**src/rtl/hilo_div_unit.sv**
```systemverilog
// Multi-cycle radix-2 restoring divider feeding the HI/LO write port: remainder on hi_o, quotient on lo_o.
// Optional macro DIV_SIGNED_EN enables signed (DIV) handling; otherwise all divides are unsigned.
module hilo_div_unit #(
  parameter int WIDTH = 32
) (
  input  logic             clk,
  input  logic             rst,
  input  logic             start_i,
  input  logic             signed_i,
  input  logic             cancel_i,
  input  logic [WIDTH-1:0] dividend_i,
  input  logic [WIDTH-1:0] divisor_i,
  output logic             busy_o,
  output logic             ready_o,
  output logic [WIDTH-1:0] hi_o,
  output logic [WIDTH-1:0] lo_o
);

  localparam int CNT_W = (WIDTH > 1) ? $clog2(WIDTH) : 1;
  localparam logic [CNT_W-1:0] LAST_CNT = CNT_W'(WIDTH - 1);

  typedef enum logic [1:0] {IDLE, BUSY, DONE} state_e;

  state_e           state_q;
  logic [CNT_W-1:0] cnt_q;
  logic [WIDTH-1:0] rem_q, quo_q, dvsr_q;
  logic [WIDTH-1:0] hi_q, lo_q;
  logic             ready_q;

  logic [WIDTH:0]   rem_shift, trial;
  logic [WIDTH-1:0] rem_d, quo_d, hi_d, lo_d;
  logic [WIDTH-1:0] dvd_mag, dvs_mag;

`ifdef DIV_SIGNED_EN
  logic neg_quo_q, neg_rem_q;
`else
  logic unused_signed;
  assign unused_signed = signed_i;
`endif

  // One restoring step: shift in the next dividend bit, trial-subtract, keep or restore.
  always_comb begin
    // NOTE: every always_comb output gets a default first so no path can infer a latch.
    rem_shift = {rem_q, quo_q[WIDTH-1]};
    trial     = rem_shift - {1'b0, dvsr_q};
    rem_d     = trial[WIDTH] ? rem_shift[WIDTH-1:0] : trial[WIDTH-1:0];
    quo_d     = {quo_q[WIDTH-2:0], ~trial[WIDTH]};
    hi_d      = rem_d;
    lo_d      = quo_d;
    dvd_mag   = dividend_i;
    dvs_mag   = divisor_i;
`ifdef DIV_SIGNED_EN
    if (neg_rem_q) hi_d = -rem_d;
    if (neg_quo_q) lo_d = -quo_d;
    if (signed_i && dividend_i[WIDTH-1]) dvd_mag = -dividend_i;
    if (signed_i && divisor_i[WIDTH-1])  dvs_mag = -divisor_i;
`endif
  end

  // NOTE: sequential state is written with non-blocking assignments only.
  always_ff @(posedge clk) begin
    if (rst) begin
      state_q <= IDLE;
      cnt_q   <= '0;
      rem_q   <= '0;
      quo_q   <= '0;
      dvsr_q  <= '0;
      hi_q    <= '0;
      lo_q    <= '0;
      ready_q <= 1'b0;
`ifdef DIV_SIGNED_EN
      neg_quo_q <= 1'b0;
      neg_rem_q <= 1'b0;
`endif
    end else begin
      case (state_q)
        IDLE: begin
          ready_q <= 1'b0;
          if (start_i) begin
            if (divisor_i == '0) begin
              // Divide by zero bypasses iteration and reports raw operands.
              hi_q    <= dividend_i;
              lo_q    <= '1;
              ready_q <= 1'b1;
              state_q <= DONE;
            end else begin
              rem_q   <= '0;
              quo_q   <= dvd_mag;
              dvsr_q  <= dvs_mag;
              cnt_q   <= '0;
              state_q <= BUSY;
`ifdef DIV_SIGNED_EN
              neg_quo_q <= signed_i && (dividend_i[WIDTH-1] ^ divisor_i[WIDTH-1]);
              neg_rem_q <= signed_i && dividend_i[WIDTH-1];
`endif
            end
          end
        end
        BUSY: begin
          if (cancel_i) begin
            state_q <= IDLE;
          end else begin
            rem_q <= rem_d;
            quo_q <= quo_d;
            cnt_q <= cnt_q + CNT_W'(1);
            if (cnt_q == LAST_CNT) begin
              hi_q    <= hi_d;
              lo_q    <= lo_d;
              ready_q <= 1'b1;
              state_q <= DONE;
            end
          end
        end
        DONE: begin
          ready_q <= 1'b0;
          state_q <= IDLE;
        end
        default: begin
          ready_q <= 1'b0;
          state_q <= IDLE;
        end
      endcase
    end
  end

  assign busy_o  = (state_q == BUSY);
  assign ready_o = ready_q;
  assign hi_o    = hi_q;
  assign lo_o    = lo_q;

endmodule

```
**config.mk**
```make
export PLATFORM = sky130hd
export DESIGN_NAME = hilo_div_unit
export DESIGN_NICKNAME = d
export VERILOG_FILES = /design/src/rtl/hilo_div_unit.sv
export SDC_FILE = /design/constraint.sdc
export NUM_CORES = 1
export LEC_CHECK = 0
export CAP_MARGIN = 25
export CORE_MARGIN = 2
export CORE_UTILIZATION = 55
export DETAILED_ROUTE_END_ITERATION = 16
export PLACE_DENSITY = 0.9
export REMOVE_ABC_BUFFERS = 1
export SYNTH_ARGS = -nofsm -noshare
export SYNTH_HDL_FRONTEND = slang
export SYNTH_SLANG_ARGS = --single-unit
```
**constraint.sdc**
```tcl
create_clock -name clk -period 4 [get_ports clk]
set_clock_uncertainty 0.05 [all_clocks]
set_input_delay 0.8 -clock clk [delete_from_list [all_inputs] [get_ports clk]]
set_output_delay 0.8 -clock clk [all_outputs]
set_load 0.05 [all_outputs]
```
==> results.json <==
{
  "postCtsResizedCells": 0,
  "cells_taking_the_most_area_after_synthesis": "sky130_fd_sc_hd__dfxtp_1 (38%), sky130_fd_sc_hd__nand2_1 (7.1%), sky130_fd_sc_hd__a21oi_1 (5.1%)",
  "rsz0062_at_grt": "false",
  "first_pass_iters": 5,
  "final_max_slew_viol_count": 0,
  "critPathLaunchType": "flip-flop",
  "floorplan.initialDensity": 0.560,
  "post-route-worst-setup-slack_ns": 0.457,
  "die_height_um": 131,
  "drv_cap": 0,
  "globalRouteMet1Util": 0.385,
  "synth_edf_count": 0,
  "area.growth.synth_to_final_pct": 23.1,
  "cts_tree": "yes",
  "drt_drc_violations_left": 0,
  "clock-root-buffer": "sky130_fd_sc_hd__clkbuf_16",
  "i_o_pin_count": 135,
  "grt_max_degree": 100,
  "port_buffers": 133,
  "grt_antenna_before_repair": 0,
  "clock_insertion_delay_worst_skew_ns": 0.43,
  "cp_max_fo": 17,
  "worstPathArrival_ns": 3.79,
  "achievable-frequency_mhz": 282,
  "seq_area_frac_synth": 0.380,
  "worst-endpoint-required_ns": 4.24,
  "whs_ns": 0.404,
  "leakage_nw": 4.16,
  "post_synth_instance_area_um2": 8860,
  "critical_path.cell_chain": "ha_1 -> inv_1 -> fa_1 -> a211oi_1 -> o211ai_2 -> nand4_2 -> and4b_4 -> o211ai_2 -> nand3_4 -> buf_4 -> mux2_2 -> nand2_1 -> o22ai_1",
  "fp.coreArea_um2": 15800,
  "synth_top_cell_area_share": 0.380,
  "num_rows": 46,
  "irDropWorstVdd_mv": 0.342,
  "synth_top_flop_cell": "sky130_fd_sc_hd__dfxtp_1",
  "netlist.top_cell.by_area": "sky130_fd_sc_hd__dfxtp_1",
  "antenna-diode-count": 0,
  "layout_common_cells": "sky130_fd_sc_hd__nand2_1 (168), sky130_fd_sc_hd__dfxtp_1 (168), sky130_fd_sc_hd__clkdlybuf4s50_1 (131)",
  "routed-via-count": 8781,
  "yosys_warnings": 0,
  "cts.htree.levels": 4,
  "final_antenna_net_count": 0,
  "ys_async_sr_fraction": 0,
  "place_congestion": 0.925,
  "critical_path_class": "reg -> reg",
  "gr-total-overflow": 0,
  "num-nets-final": 1326,
  "post-dp-hpwl_um": 17900,
  "clkTransAtPathRegs_ns": 0.06,
  "hold_bufs_at_cts": 0,
  "avgViaCountPerCell": 6.06,
  "grt.met3_usage": 0.0603,
  "fillerInstances": 1249,
  "worst_path_largest_cell_delay_ns": 0.44,
  "path_delay_family": "simple AND/OR/NAND/NOR gates",
  "die_area_um2": 17100,
  "cts_buf_count": 17,
  "regToRegSetupSlack_ns": 0.46,
  "critical_path.endpoint_type": "flip-flop",
  "grt.busiest_layer": "met2",
  "synth.lib_cells_used.distinct": 75,
  "wirelength_um": 25200,
  "grt_util_all_layers": 0.296,
  "number_of_global_route_vias_before_repair": 8138,
  "grt_use_met2": 0.487,
  "run_status": "complete, no violations",
  "power_density_nw_per_um2": 387,
  "total_of_flip_flops_plus_latches_after_synthesis": 168,
  "synth_area_per_cell_um2": 7.84,
  "hold_violations": 0,
  "pre_cts_slack_ns": 0.323,
  "cts.path.max_buffers": 2,
  "worstHoldPathType": "reg -> reg",
  "die-width_um": 131,
  "post-route-min-period_ns": 3.54,
  "setup_viol": 0,
  "final.period_utilization": 0.886,
  "routedWlPerCell_um": 17.4,
  "post_synth_inst_count": 1130,
  "relSlewSlack": 0.593,
  "post_cts_buffers": 0,
  "critical_path.most_common_cell": "sky130_fd_sc_hd__o211ai_2",
  "cp_num_buf_inv": 2,
  "wire_length_of_the_first_global_routing_pass_um": 40000,
  "drive_above_1_share": 0.0770,
  "total_clock_sinks": 168,
  "detailedRoute.firstIterationViolations": 893,
  "tightest_slew_ns": 0.608,
  "worst_path_max_delay_cell": "sky130_fd_sc_hd__fa_1",
  "power_w": 0.00422
}
metrics by stage:
stage	area [um2]	instances	utilization	setup TNS, ns
finish	10900	1449	0.689	0
global route	10900	1449	0.689	0
CTS	10900	1448	0.687	0
detailed placement	10300	1418	0.652	0
global placement	10300	1418	0.652	0
floorplan	8500	1047	-	-299.58
cells in the mapped netlist (15+ instances only):
cell type and count:
sky130_fd_sc_hd__a21o_1 23, sky130_fd_sc_hd__a21oi_1 91, sky130_fd_sc_hd__a311oi_1 29, sky130_fd_sc_hd__a31oi_1 21, sky130_fd_sc_hd__clkbuf_1 65, sky130_fd_sc_hd__dfxtp_1 168, sky130_fd_sc_hd__ha_1 34, sky130_fd_sc_hd__inv_1 39
sky130_fd_sc_hd__nand2_1 168, sky130_fd_sc_hd__nand3_1 46, sky130_fd_sc_hd__nor2_1 107, sky130_fd_sc_hd__nor3_1 73, sky130_fd_sc_hd__o21ai_0 48, sky130_fd_sc_hd__xnor2_1 15
state kept, by name, indices dropped and copies added, names as in the netlist:
name,count
state_q,2
quo_q,32
hi_o,32
lo_o,32
cnt_q,5
dvsr_q,32
rem_q,32
ready_o,1
path summary, 6_finish.rpt:
path	from	endpoint	depth (start not counted)
worst min register to register	dvsr_q[11]$_SDFFE_PP0P_	dvsr_q[11]$_SDFFE_PP0P_	2
worst max register to register	dvsr_q[0]$_SDFFE_PP0P_	rem_q[8]$_SDFFE_PP0P_	13
worst min-delay path	dvsr_q[11]$_SDFFE_PP0P_	dvsr_q[11]$_SDFFE_PP0P_	2
worst max-delay path	dvsr_q[0]$_SDFFE_PP0P_	rem_q[8]$_SDFFE_PP0P_	13
area by class of cell:
class / instances / area [um2] / share of cell area
clock buffer: 21 / 470 / 0.0431
clock inverter: 9 / 93.8 / 0.00860
inverter: 40 / 150 / 0.0138
multi-input combinational: 839 / 5020 / 0.460
sequential: 168 / 3360 / 0.308
tap: 216 / 270 / 0.0248
timing repair buffer: 156 / 1540 / 0.142
routing by layer:
metal / vias up / share of wire
met2: 413 / 0.47
met4: 0 / 0.025
li1: 4224 / -
met3: 66 / 0.076
met5: - / 0
met1: 4078 / 0.43
cell families after synthesis:
group,synth area share
AOI/OAI and AO/OA,0.228
xor gates and xnor gates,0.0277
adders and majority gates,0.0503
buffers and inverters,0.0578
DFF,0.380
muxes,0.0258
and+or+nand+nor,0.230
report_power, final:
group	internal, W	switching [W]
Clock	0.000905	0.000682
Sequential	0.00173	0.0000441
Combinational	0.000340	0.000514
tightest hold or removal path, cell delays in order (launching register included):
cell	delay [ns]
sky130_fd_sc_hd__dfxtp_1	0.31
sky130_fd_sc_hd__nand2_1	0.05
sky130_fd_sc_hd__a21oi_1	0.05
No activity file was read; power rests on OpenSTA's default activity.
==> variant 1 (config.mk and constraints unchanged) <==
`WIDTH`: 32 -> 64.
--- a/src/rtl/hilo_div_unit.sv
+++ b/src/rtl/hilo_div_unit.sv
@@ -1,7 +1,7 @@
 // Multi-cycle radix-2 restoring divider feeding the HI/LO write port: remainder on hi_o, quotient on lo_o.
 // Optional macro DIV_SIGNED_EN enables signed (DIV) handling; otherwise all divides are unsigned.
 module hilo_div_unit #(
-  parameter int WIDTH = 32
+  parameter int WIDTH = 64
 ) (
   input  logic             clk,
   input  logic             rst,
Interface: changed (resized dividend_i, divisor_i, hi_o and lo_o); port bits go from 135 to 263. The function was not compared with the original's and may differ.
==> variant 1 against the unedited design <==
Critical path depth grew 1. Synthesized area up 100%. First-iteration DRC count grew 80%. Worst setup slack got worse by 0.28 ns. Sequential cell count grew 161. Routed wire length up 130%. Cell area up 110%. Total power grew 120%. Final cell count increased by 110%. Utilization rose by 1.1 points. Critical endpoint is now hi_o[43]. Largest power group unchanged.
==> variant 1: results (changes against the unedited design) <==
Outcome
  • Status: complete, no violations

Timing
  • Hold Worst Slack: 0.4069 ns (+0.002791 ns)
  • Rel. slew slack: 0.3300 (-0.2630)

Finish
  • Multi-input gate area: 10500 µm² (+110%)
  • Logic inverters: 90 (+130%)
  • Clkbuf count: 44 (+110%)
  • Fraction of area in registers: 0.2906 (-0.01769)
  • Non-Clock Buffer Count: 361 (+130%)
  • Fillers: 2508 (+100%)
  • N_diodes: 1 (+1)
  • Clock-cell share of area: 0.04798 (-0.003753)
  • Signal buffers share of area: 0.1586 (+0.01702)
  • Comb_multi_in: 1715 (+100%)
  • Fraction of layout cells with a size suffix above 1: 0.08262 (+0.005568)

Clock network
  • CTS Buffer Depth: 3 (+1)
  • CTS Buf Count: 35 (+18)
  • Clock Sinks: 329 (+96%)
  • Reg clk slew, reported paths: 0.07 ns

Placed design
  • RePlAce Congestion: 0.9814 (+6.1%)
  • Cell area after placement: 21510 µm² (+110%)
  • DP Worst Slack: 0.08299 ns (-0.2403 ns)
  • Port bufs: 261 (+96%)
  • Dpl cells: 2936 (+110%)
  • DP Wirelength: 41970 µm (+130%)

Power
  • VDD IR max: 357.9 µV (+4.7%)
  • P_leak: 8.600 nW (+110%)

Hold path
  • Min-delay src: hi_o[62]
  • WHS Endpoint: hi_o[62]

Logic synthesis
  • Mux contribution to synthesized area: 0.05679 (+0.03095)
  • Synth Area in Adders: 0.04624 (-0.004031)
  • Yosys cell types: 73 (-2.7%)
  • Compound-Gate Fraction of Synth Area: 0.2022 (-0.02623)
  • Sequential fraction of the synthesis area: 0.3655 (-0.01410)
  • Post-Syn Instances: 2303 (+100%)
  • Most frequent cells after synthesis: nor2_1 (362), dfxtp_1 (329), nand2_1 (230), nor3_1 (181), clkbuf_1 (139)

Global routing
  • Antenna violations before repair: 2 (+2)
  • First-pass GRT wire length: 91050 µm (+130%)
  • Largest net degree at the start of global routing: 150 (+50%)
  • Tot GR Track Use: 0.3293 (+0.03316)
  • Number of global-route vias before repair: 17460 (+110%)

Detailed routing
  • DRT Wirelength: 58540 µm (+130%)
  • Per-cell routed wire length: 19.53 µm (+13%)
  • DRT Pass-1 Iters: 6 (+1)
  • Via count: 18370 (+110%)
  • DRT iter0 DRCs: 1606 (+80%)

Worst setup path
  • R2R setup slack: 0.18 ns (-0.28 ns)
  • Critical path data arrival time: 4.21 ns (+0.42 ns)
  • Reg2Reg Depth: 14 (+1)
  • R2r startpoint: quo_q[63]

Floorplanning
  • Die width: 185.0 µm (+41%)
## variant 1: cell types whose count changed after synthesis, sizes merged, moves of 41 or more
cell,before,now
nor2,108,366
dfxtp,168,329
nor3,73,185
mux2i,6,82
clkbuf,66,140
nand2,169,230
a311oi,29,83
inv,40,90
nand2b,5,46
## variant 1: worst max-delay path by stage
stage,from,end,slack [ns],depth (start not counted)
3_5_place_dp,quo_q[63],rem_q[58],0.08,15
4_1_cts,quo_q[63],rem_q[58],0.04,15
5_1_grt,dvsr_q[53],hi_o[43],0.02,13
3_3_place_gp,quo_q[63],hi_o[43],0.18,14
2_1_floorplan,state_q[1],dvsr_q[10],-6.57,5
6_report,quo_q[63],hi_o[43],0.18,14
## variant 1: power groups by stage
| stage | logic, mW | registers [mW] | clock network [mW] |
|---|---|---|---|
| 2_1_floorplan | 1.59 | 3.55 | 0 |
| 3_3_place_gp | 2.38 | 3.58 | 0 |
| 3_5_place_dp | 2.41 | 3.59 | 0 |
| 4_1_cts | 2.43 | 3.52 | 3.16 |
| 5_1_grt | 2.70 | 3.54 | 3.28 |
| 6_report | 2.50 | 3.52 | 3.15 |
## variant 1: routing by layer
layer,routed length (µm),part of all wire,track usage
met2,27610,0.47,0.5539
met4,1877,0.032,0.1143
met5,12,0.00021,0
met3,4019,0.069,0.04444
met1,25020,0.43,0.4339
## variant 1: critical path, cell delays in order, from the launching register on
cell       delay, ns
dfxtp_1         0.37
inv_1           0.06
ha_1            0.23
fa_2            0.36
nand2b_4        0.17
a211oi_4        0.33
o21ai_4         0.13
a211oi_4        0.28
o21ai_2         0.11
o311a_4         0.39
or2_1           0.28
buf_12          0.19
a2111oi_4       0.36
o21ai_2         0.11
a311oi_2        0.28
## variant 1: repair_timing
item	in CTS	in global routing
gates resized for setup	0	8
buffers inserted	0	1
setup endpoints to repair	0	50
==> variant 2 (config.mk and constraints unchanged) <==
Made on the original files. Re-encode `state_e` (3 states) as one-hot, 3 bits wide.
--- a/src/rtl/hilo_div_unit.sv
+++ b/src/rtl/hilo_div_unit.sv
@@ -19,7 +19,7 @@
   localparam int CNT_W = (WIDTH > 1) ? $clog2(WIDTH) : 1;
   localparam logic [CNT_W-1:0] LAST_CNT = CNT_W'(WIDTH - 1);
 
-  typedef enum logic [1:0] {IDLE, BUSY, DONE} state_e;
+  typedef enum logic [2:0] {IDLE = 3'b001, BUSY = 3'b010, DONE = 3'b100} state_e;
 
   state_e           state_q;
   logic [CNT_W-1:0] cnt_q;
Check against the original RTL: same outputs for any inputs over 4 cycles, from zero or initial values and one cycle with rst high; so few cycles prove little.
==> variant 2 against the unedited design <==
Sequential cell count is 1 higher. Via count is 2.2% lower. Synthesized cell count is 1.8% lower. Critical path type unchanged. Routed wire length is 1.8% lower. Cell area is 1.1% higher. Worst setup slack worse by 0.31 ns. Synthesized area is 0.32% higher. Total power is 1.3% lower. Critical path depth stayed put. Largest cell class unchanged. Count of clock-buffer cells in the layout stayed put.
==> variant 2: results (changes against the unedited design) <==
Global routing
  • Number of global-route vias before repair: 7993 (-1.8%)
  • Tot GR Track Use: 0.2850 (-0.01109)
  • Largest net degree at the start of global routing: 99 (-1.0%)
  • First-pass GRT wire length: 39870 µm (-0.39%)

Power
  • Psw: 1.131 mW (-8.8%)
  • Clk pwr share: 0.407 (+0.031)
  • P_leak: 4.153 nW (about the same)
  • Sequential Power Share: 0.431 (+0.010)
  • VDD IR max: 328.9 µV (-3.8%)

Logic synthesis
  • Avg Cell Area, Syn: 8.009 µm² (+2.1%)
  • Sequential fraction of the synthesis area: 0.3806 (+0.001023)
  • Yosys cell types: 65 (-13%)
  • Synth top area cells: dfxtp_1 (38%), nor2_1 (6.2%), mux2i_1 (6.1%)
  • Area leader, netlist: dfxtp_1
  • Most frequent cells after synthesis: dfxtp_1 (169), nor2_1 (147), nand2_1 (143), nor3_1 (79), o21ai_0 (68)

Worst setup path
  • Slowest CP cell: or4_4
  • CP delay by family, top: compound AO/OA/AOI/OAI gates
  • Crit Path Max Fanout: 10 (-7)
  • Critical path data arrival time: 4.14 ns (+0.35 ns)
  • R2R setup slack: 0.14 ns (-0.31 ns)
  • R2r startpoint: quo_q[31]
  • Reg2Reg Capture Point: hi_o[25]

Placed design
  • RePlAce Congestion: 0.9338 (+0.98%)
  • DP Wirelength: 17170 µm (-3.9%)
  • Port bufs: 133 (unchanged)
  • Dpl cells: 1408 (-0.71%)
  • DP Worst Slack: 0.2694 ns (-0.05388 ns)

Finish
  • Final #Nets: 1315 (-0.83%)
  • Fraction of layout cells with a size suffix above 1: 0.07768 (+0.0006300)

Detailed routing
  • Per-cell routed wire length: 17.16 µm (-1.2%)
  • DRT iter0 DRCs: 597 (-33%)
  • DR vias/cell: 5.969 (-1.5%)
  • DRT Wirelength: 24690 µm (-1.8%)

Outcome
  • Status: complete, no violations

Hold path
  • WHS Path Cells: 2 (unchanged)
  • WHS Endpoint: hi_o[9]
  • Worst hold path class: flop to flop
  • Min-delay src: hi_o[9]

Clock network
  • CTS Buf Count: 17 (unchanged)

Timing
  • Slew @ Worst Pin: 0.8929 ns (+0.2847 ns)
[variant 2: worst max-delay path by stage]
stage | startpoint | to | slack [ns] | depth (start not counted)
global route | quo_q[31] | hi_o[25] | 0.08 | 13
detailed placement | quo_q[31] | hi_o[25] | 0.27 | 13
finish | quo_q[31] | hi_o[25] | 0.14 | 13
global placement | quo_q[31] | hi_o[25] | 0.36 | 13
floorplan | divisor_i[27] | rem_q[23] | -2.84 | 7
CTS | quo_q[31] | hi_o[25] | 0.24 | 13
[variant 2: through the flow]
stage	area, µm²	hold WS [ns]
5_1_grt	11030	0.4298
3_5_place_dp	10440	0.3996
4_1_cts	11030	0.4085
3_3_place_gp	10440	0.3942
2_1_floorplan	8536	0.3906
6_report	11030	0.4030
[variant 2: cell type report]
type                    instances  area (µm²)
well taps                     216       270.3
clock buffers                  21       450.4
fillers                      1243        4795
repair buffers                164        1612
flip-flops and latches        169        3383
clock inverters                10       145.1
multi-input cells             819        5022
inverters                      40       150.1
[variant 2: kinds of logic after synthesis]
logic type	synth area share
and+or+nand+nor	0.2089
DFF	0.3806
AOI/OAI and AO/OA	0.2113
buffers and inverters	0.05672
adders and majority gates	0.05011
xor gates and xnor gates	0.02660
muxes	0.06587
[variant 2: routing by layer]
| layer | routed length [µm] | up-vias | part of all wire | track usage |
|---|---|---|---|---|
| met4 | 590 | 0 | 0.024 | 0.1117 |
| met5 | 0 | - | 0 | 0 |
| li1 | - | 4141 | - | - |
| met3 | 1590 | 42 | 0.064 | 0.04977 |
| met2 | 11990 | 309 | 0.49 | 0.4830 |
| met1 | 10520 | 4097 | 0.43 | 0.3624 |
